`config.mk`:
```
export PLATFORM = sky130hd
export DESIGN_NAME = bomb_module
export DESIGN_NICKNAME = d
export VERILOG_FILES = /design/src/rtl/bomb_module_pkg.sv /design/src/rtl/bomb_module_pixel_to_abm.sv /design/src/rtl/bomb_module.sv
export SDC_FILE = /design/constraint.sdc
export NUM_CORES = 1
export LEC_CHECK = 0
export CAP_MARGIN = 10
export CORE_UTILIZATION = 39
export DETAILED_ROUTE_END_ITERATION = 16
export GPL_TIMING_DRIVEN = 0
export HOLD_SLACK_MARGIN = 0.05
export PLACE_DENSITY_LB_ADDON = 0.08
export SYNTH_ARGS = -nofsm -noshare
export SYNTH_HDL_FRONTEND = slang
export SYNTH_SLANG_ARGS = --single-unit
export TNS_END_PERCENT = 1
```
`constraint.sdc`:
```
create_clock -name clk -period 3.25 [get_ports clk]
set_clock_uncertainty 0.1 [all_clocks]
set_input_delay 0.325 -clock clk [delete_from_list [all_inputs] [get_ports clk]]
set_output_delay 0.325 -clock clk [all_outputs]
set_load 0.02 [all_outputs]
```
`src/rtl/bomb_module_pkg.sv`:
```
// Shared arena geometry and bomb FSM state encoding.
package bomb_module_pkg;

  // Arena placement on screen and tile grid
  localparam int unsigned X_WALL_L = 48;
  localparam int unsigned Y_WALL_U = 31;
  localparam int unsigned TILE     = 16;
  localparam int unsigned ARENA_W  = 33;
  localparam int unsigned ARENA_H  = 27;

  localparam int unsigned ABM_W    = 6;
  localparam int unsigned PIX_W    = 11;

  // Bomb FSM states
  localparam int unsigned STATE_W  = 3;
  localparam logic [2:0] ST_IDLE   = 3'd0;
  localparam logic [2:0] ST_FUSE   = 3'd1;
  localparam logic [2:0] ST_CALC   = 3'd2;
  localparam logic [2:0] ST_EXP    = 3'd3;
  localparam logic [2:0] ST_POST   = 3'd4;

endpackage

```
`src/rtl/bomb_module_pixel_to_abm.sv`:
```
// Screen pixel to arena tile conversion with an inside-arena flag.
module pixel_to_abm
  import bomb_module_pkg::*;
(
  input  logic [PIX_W-1:0] px,
  input  logic [PIX_W-1:0] py,
  output logic [ABM_W-1:0] tx,
  output logic [ABM_W-1:0] ty,
  output logic             valid
);

  logic [PIX_W-1:0] px_off;
  logic [PIX_W-1:0] py_off;

  // Offset from the arena corner, then divide by the 16 px tile size
  always_comb begin
    px_off = px - PIX_W'(X_WALL_L);
    py_off = py - PIX_W'(Y_WALL_U);
    tx     = ABM_W'(px_off >> 4);
    ty     = ABM_W'(py_off >> 4);
    valid  = (px >= PIX_W'(X_WALL_L)) && (px < PIX_W'(X_WALL_L + TILE * ARENA_W)) &&
             (py >= PIX_W'(Y_WALL_U)) && (py < PIX_W'(Y_WALL_U + TILE * ARENA_H));
  end

endmodule

```
`src/rtl/bomb_module.sv`:
```
// Single bomb: fuse, blast-arm calculation, explosion display, cooldown.
module bomb_module
  import bomb_module_pkg::*;
#(
  parameter int unsigned FUSE_CYCLES = 150000000,
  parameter int unsigned EXP_CYCLES  = 50000000,
  parameter int unsigned POST_CYCLES = 25000000,
  parameter int unsigned EXP_RANGE   = 2
) (
  input  logic       clk,
  input  logic       reset,
  input  logic [9:0] x,
  input  logic [9:0] y,
  input  logic [9:0] x_b,
  input  logic [9:0] y_b,
  input  logic       place_bomb,
  output logic       bomb_on,
  output logic       exp_on,
  output logic       post_exp_active,
  output logic       bomb_active,
  output logic       bomb_frame
);

  localparam int unsigned CNT_W = 32;

  logic [STATE_W-1:0] state, state_next;
  logic [CNT_W-1:0]   cnt, cnt_next;
  logic [ABM_W-1:0]   bx, by;
  logic [ABM_W-1:0]   ptx, pty, btx, bty;
  logic               pix_valid, bman_valid;
  logic [3:0][1:0]    arm;       // 0 up, 1 right, 2 down, 3 left
  logic [3:0]         blocked;
  logic [1:0]         calc_dir;
  logic [1:0]         calc_step;
  logic [7:0]         cand_x, cand_y;
  logic               cand_ok, calc_last;
  logic [7:0]         ptx8, pty8, bx8, by8;
  logic               row_hit, col_hit;

  pixel_to_abm u_pix (
    .px    ({1'b0, x}),
    .py    ({1'b0, y}),
    .tx    (ptx),
    .ty    (pty),
    .valid (pix_valid)
  );

  // Bomberman's sprite centre decides which tile receives the bomb
  pixel_to_abm u_bman (
    .px    (PIX_W'(x_b) + PIX_W'(8)),
    .py    (PIX_W'(y_b) + PIX_W'(8)),
    .tx    (btx),
    .ty    (bty),
    .valid (bman_valid)
  );

  // Next state and phase counter; the counter restarts on every state change
  always_comb begin
    state_next = state;
    cnt_next   = cnt + CNT_W'(1);
    case (state)
      ST_IDLE: if (place_bomb && bman_valid) state_next = ST_FUSE;
      ST_FUSE: if (cnt == CNT_W'(FUSE_CYCLES - 1)) state_next = ST_CALC;
      ST_CALC: if (calc_last) state_next = ST_EXP;
      ST_EXP:  if (cnt == CNT_W'(EXP_CYCLES - 1)) state_next = ST_POST;
      ST_POST: if (cnt == CNT_W'(POST_CYCLES - 1)) state_next = ST_IDLE;
      default: state_next = ST_IDLE;
    endcase
    if (state_next != state || state == ST_IDLE) cnt_next = '0;
  end

  // State and phase counter registers
  always_ff @(posedge clk or posedge reset) begin
    if (reset) begin
      state <= ST_IDLE;
      cnt   <= '0;
    end else begin
      state <= state_next;
      cnt   <= cnt_next;
    end
  end

  // Bomb tile latched when a bomb is dropped from idle
  always_ff @(posedge clk or posedge reset) begin
    if (reset) begin
      bx <= '0;
      by <= '0;
    end else if (state == ST_IDLE && state_next == ST_FUSE) begin
      bx <= btx;
      by <= bty;
    end
  end

  // Candidate tile for the current direction/step, checked against walls and pillars
  always_comb begin
    cand_x = {2'b00, bx};
    cand_y = {2'b00, by};
    case (calc_dir)
      2'd0:    cand_y = {2'b00, by} - {6'b0, calc_step};
      2'd1:    cand_x = {2'b00, bx} + {6'b0, calc_step};
      2'd2:    cand_y = {2'b00, by} + {6'b0, calc_step};
      default: cand_x = {2'b00, bx} - {6'b0, calc_step};
    endcase
    cand_ok   = (cand_x < 8'(ARENA_W)) && (cand_y < 8'(ARENA_H)) && !(cand_x[0] && cand_y[0]);
    calc_last = (calc_dir == 2'd3) && (calc_step == 2'(EXP_RANGE));
  end

  // Arm lengths grow one step per cycle until a direction hits an obstacle
  always_ff @(posedge clk or posedge reset) begin
    if (reset) begin
      arm       <= '0;
      blocked   <= '0;
      calc_dir  <= 2'd0;
      calc_step <= 2'd1;
    end else if (state == ST_FUSE && state_next == ST_CALC) begin
      arm       <= '0;
      blocked   <= '0;
      calc_dir  <= 2'd0;
      calc_step <= 2'd1;
    end else if (state == ST_CALC) begin
      if (!blocked[calc_dir]) begin
        if (cand_ok) arm[calc_dir] <= calc_step;
        else         blocked[calc_dir] <= 1'b1;
      end
      if (calc_step == 2'(EXP_RANGE)) begin
        calc_step <= 2'd1;
        calc_dir  <= calc_dir + 2'd1;
      end else begin
        calc_step <= calc_step + 2'd1;
      end
    end
  end

  // Pixel hit tests; ranges rearranged as additions so edge tiles never wrap
  always_comb begin
    ptx8    = {2'b00, ptx};
    pty8    = {2'b00, pty};
    bx8     = {2'b00, bx};
    by8     = {2'b00, by};
    row_hit = (pty == by) && (ptx8 + {6'b0, arm[3]} >= bx8) && (ptx8 <= bx8 + {6'b0, arm[1]});
    col_hit = (ptx == bx) && (pty8 + {6'b0, arm[0]} >= by8) && (pty8 <= by8 + {6'b0, arm[2]});
    bomb_on         = (state == ST_FUSE) && pix_valid && (ptx == bx) && (pty == by);
    exp_on          = (state == ST_EXP) && pix_valid && (row_hit || col_hit);
    post_exp_active = (state == ST_EXP) || (state == ST_POST);
    bomb_active     = (state != ST_IDLE);
    bomb_frame      = (state == ST_FUSE) && cnt[23];
  end

endmodule

```
==> summary.md <==
| Metric | Value |
|---|---|
| Pin slew with the least headroom to its limit | `0.927 ns` |
| Top post-synthesis cells by area | `dfrtp_1, ha_1, xnor2_1` |
| Final hold vios | `0` |
| Placed insts | `920` |
| Status | `finished, violations left` |
| Switching power total | `0.540 mW` |
| Gate Count Post-Synth | `697` |
| Grt ovf | `0` |
| Via/cell ratio | `5.47` |
| Vias | `5,195` |
| Fin crit share | `105%` |
| Internal power | `1.55 mW` |
| Die W | `125 µm` |
| Layout Utilization | `49.2%` |
| WL/cell | `16.4 µm` |
| Area of the core | `0.0147 mm²` |
| Commonest non-fill, non-tap cell in the layout | `nor2_1` |
| Min Tclk post-route | `3.40 ns` |
| Synth area leader | `dfrtp_1` |
| Failing checks | `design-rule violations, negative setup slack` |
| Req. time, crit path | `2.82 ns` |
| Seq/Total Area, Yosys | `26.6%` |
| Antenna violations before repair | `0` |
| Num CTS Buffers | `9` |
| Setup crit end kind | `primary output` |
| Vias in the first global route | `5,178` |
| Antenna diodes | `0` |
| Total die area | `0.0157 mm²` |
| Worst setup margin | `-0.147 ns` |
| RD Place Congestion | `0.904` |
| Main synth FF type | `dfrtp_1` |
| TritonRoute pass-1 iters | `10` |
| Yosys reg bits | `63` |
| Synth Warn # | `0` |
| CTS Root Buffer Type | `clkbuf_16` |
| Placed inst area | `0.00656 mm²` |
| Total power | `2.09 mW` |
| CTS tree | `built` |
| Fraction of layout cells with a size suffix above 1 | `15.3%` |
| Combinational fraction of design power | `14.9%` |
| Fin. max-slew vios | `0` |
| Sequential Power Share | `37.6%` |
| H-tree depth | `3` |
| Post-synth net total | `799` |
| Port bufs | `38` |
| Share of the synthesized area in the top cell type | `26.2%` |
| Netlist Area Pre-Place | `0.00593 mm²` |
| Static leakage | `3.05 nW` |
| Power Dens Cells | `288 mW/mm²` |
| Cell Rows | `44` |
| Fin area | `0.00723 mm²` |
| Unique masters post-synth | `69` |
| Hold crit path type | `in -> async` |
| Sequential cell area | `0.00158 mm²` |
| Hold Buf Count CTS | `0` |
| Nets@finish | `863` |
| CP Launch Type | `flip-flop` |
| Gr usage total | `20.7%` |
| Critical path class | `reg -> out` |
| Sw Share | `25.9%` |
| Mean Syn Cell Area | `8.50 µm²` |
| Maximum vdd ir drop | `0.000283 V` |
| Hold_ws | `0.254 ns` |
| Most frequent cells in the layout | `nor2_1, dfrtp_1, inv_1` |
| Initial core utilization | `40.3%` |
| Die Y | `125 µm` |
| HPWL after DPL | `12,000 µm` |
| CTS Buffer Depth | `2` |
| Max-Cap Viols | `0` |
| Area growth, synth to finish | `22.0%` |
| IO Count | `48` |
| Multi-input gate area | `0.00429 mm²` |
| Clock slew seen by the registers of the worst setup and hold paths | `0.05 ns` |
| First-pass GRT wire length | `26,000 µm` |
| Clock share of power | `47.5%` |
| Async set or reset register ratio after synthesis | `100%` |
| Clock latency on the worst-skew pair | `0.33 ns` |
| Final setup viols | `1` |
| Largest net degree at the start of global routing | `41` |
| Critical Path AT | `2.97 ns` |
| FMAX | `294 MHz` |
| Number of synthesized flops with an enable pin | `0` |
| Crit-path max FO | `2` |
| Drt drc | `2` |
| Clk sinks | `63` |
| Slew margin rel. | `37.6%` |
| RSZ-0062 raised after global routing | `true` |
| Filler instances | `1,400` |
| 1st-iter DRT viols | `245` |
| Final Non-Filler Cells | `950` |
| Routed Antenna Nets | `0` |
| Total detailed-routing wirelength | `15,600 µm` |
| Slack of the worst reg-to-reg path | `0.23 ns` |
state kept, by name, indices dropped and copies added (netlist names):
name / cells
calc_dir: 2
cnt: 32
blocked: 4
bx: 6
arm: 8
calc_step: 2
by: 6
state: 3
power groups by stage:
| stage | Sequential (mW) | Combinational, mW | Clock, mW |
|---|---|---|---|
| 2_1_floorplan | 0.799 | 0.172 | 0 |
| 3_3_place_gp | 0.799 | 0.262 | 0 |
| 3_5_place_dp | 0.799 | 0.275 | 0 |
| 6_report | 0.785 | 0.310 | 0.991 |
| 4_1_cts | 0.784 | 0.298 | 1.02 |
| 5_1_grt | 0.784 | 0.345 | 1.06 |
cells in the mapped netlist, drive strengths merged, types with 7 or more instances:
master / number
nor2: 80
and2: 9
or2: 7
o21ai: 26
mux2i: 20
xnor2: 50
fa: 8
nand2b: 10
nand4: 23
clkbuf: 13
nor2b: 10
or3: 8
nor3: 20
dfrtp: 62
nor4: 9
xor2: 38
and3: 12
nand2: 41
buf: 11
inv: 51
a21oi: 29
nand3: 29
ha: 51
worst paths after layout:
kind / start / end / cells past startpoint
setup / recovery: by[0] / exp_on / 12
hold / removal: reset / cnt[22] / 2
setup reg to reg: calc_step[1] / blocked[1] / 9
hold reg to reg: blocked[3] / blocked[3] / 1
max in group asynchronous: reset / calc_step[0] / 3
min in group clk: x_b[7] / bx[3] / 3
metal layers:
layer  routed length [µm]  track usage (%)
met5                    0                0
met4                  216             5.88
met3                  519             2.95
met2                 7440             33.7
met1                 7400             28.6
final cells by class:
cell class / count / share of cell area, %
plain buffers: 21 / 1.68
repair buffers: 56 / 6.92
flip-flops and latches: 63 / 21.9
clock inverters: 6 / 0.952
multi-input cells: 559 / 59.4
well taps: 184 / 3.19
clock buffers: 10 / 3.31
inverters: 51 / 2.65
critical path, cell delays in order, from the launching register on:
cell and delay [ns]:
dfrtp_2 0.43, ha_4 0.17, fa_1 0.47, inv_1 0.06
ha_4 0.21, nor2b_1 0.13, o21a_1 0.17, o21a_1 0.17
o21ai_1 0.12, a21oi_1 0.08, or3_1 0.35, o32ai_2 0.10
buf_4 0.18
metrics by stage:
stage                     setup TNS (ns)  worst slack [ns]
after detailed placement           -6.25             -1.06
after floorplan                        0            0.0921
final                             -0.147            -0.147
after global placement             -5.36            -0.979
after global routing              -0.309            -0.273
after CTS                         -0.150            -0.150
kinds of logic (layout without fill, tap and decap cells):
logic type	Yosys count	after routing	synth area share, %
adders and majority gates	59	59	13.5
xor gates and xnor gates	88	88	13.1
buffers and inverters	75	144	5.28
and+or+nand+nor	282	282	24.8
AOI/OAI and AO/OA	106	106	12.4
DFF	63	63	26.6
muxes	24	24	4.33
repair_timing:
action                     in CTS  in global routing
setup endpoints to repair      11                 21
setup buffers                   9                  8
resized for setup              71                 20
pin swaps                      15                 13
No activity file was read; power rests on OpenSTA's default activity.
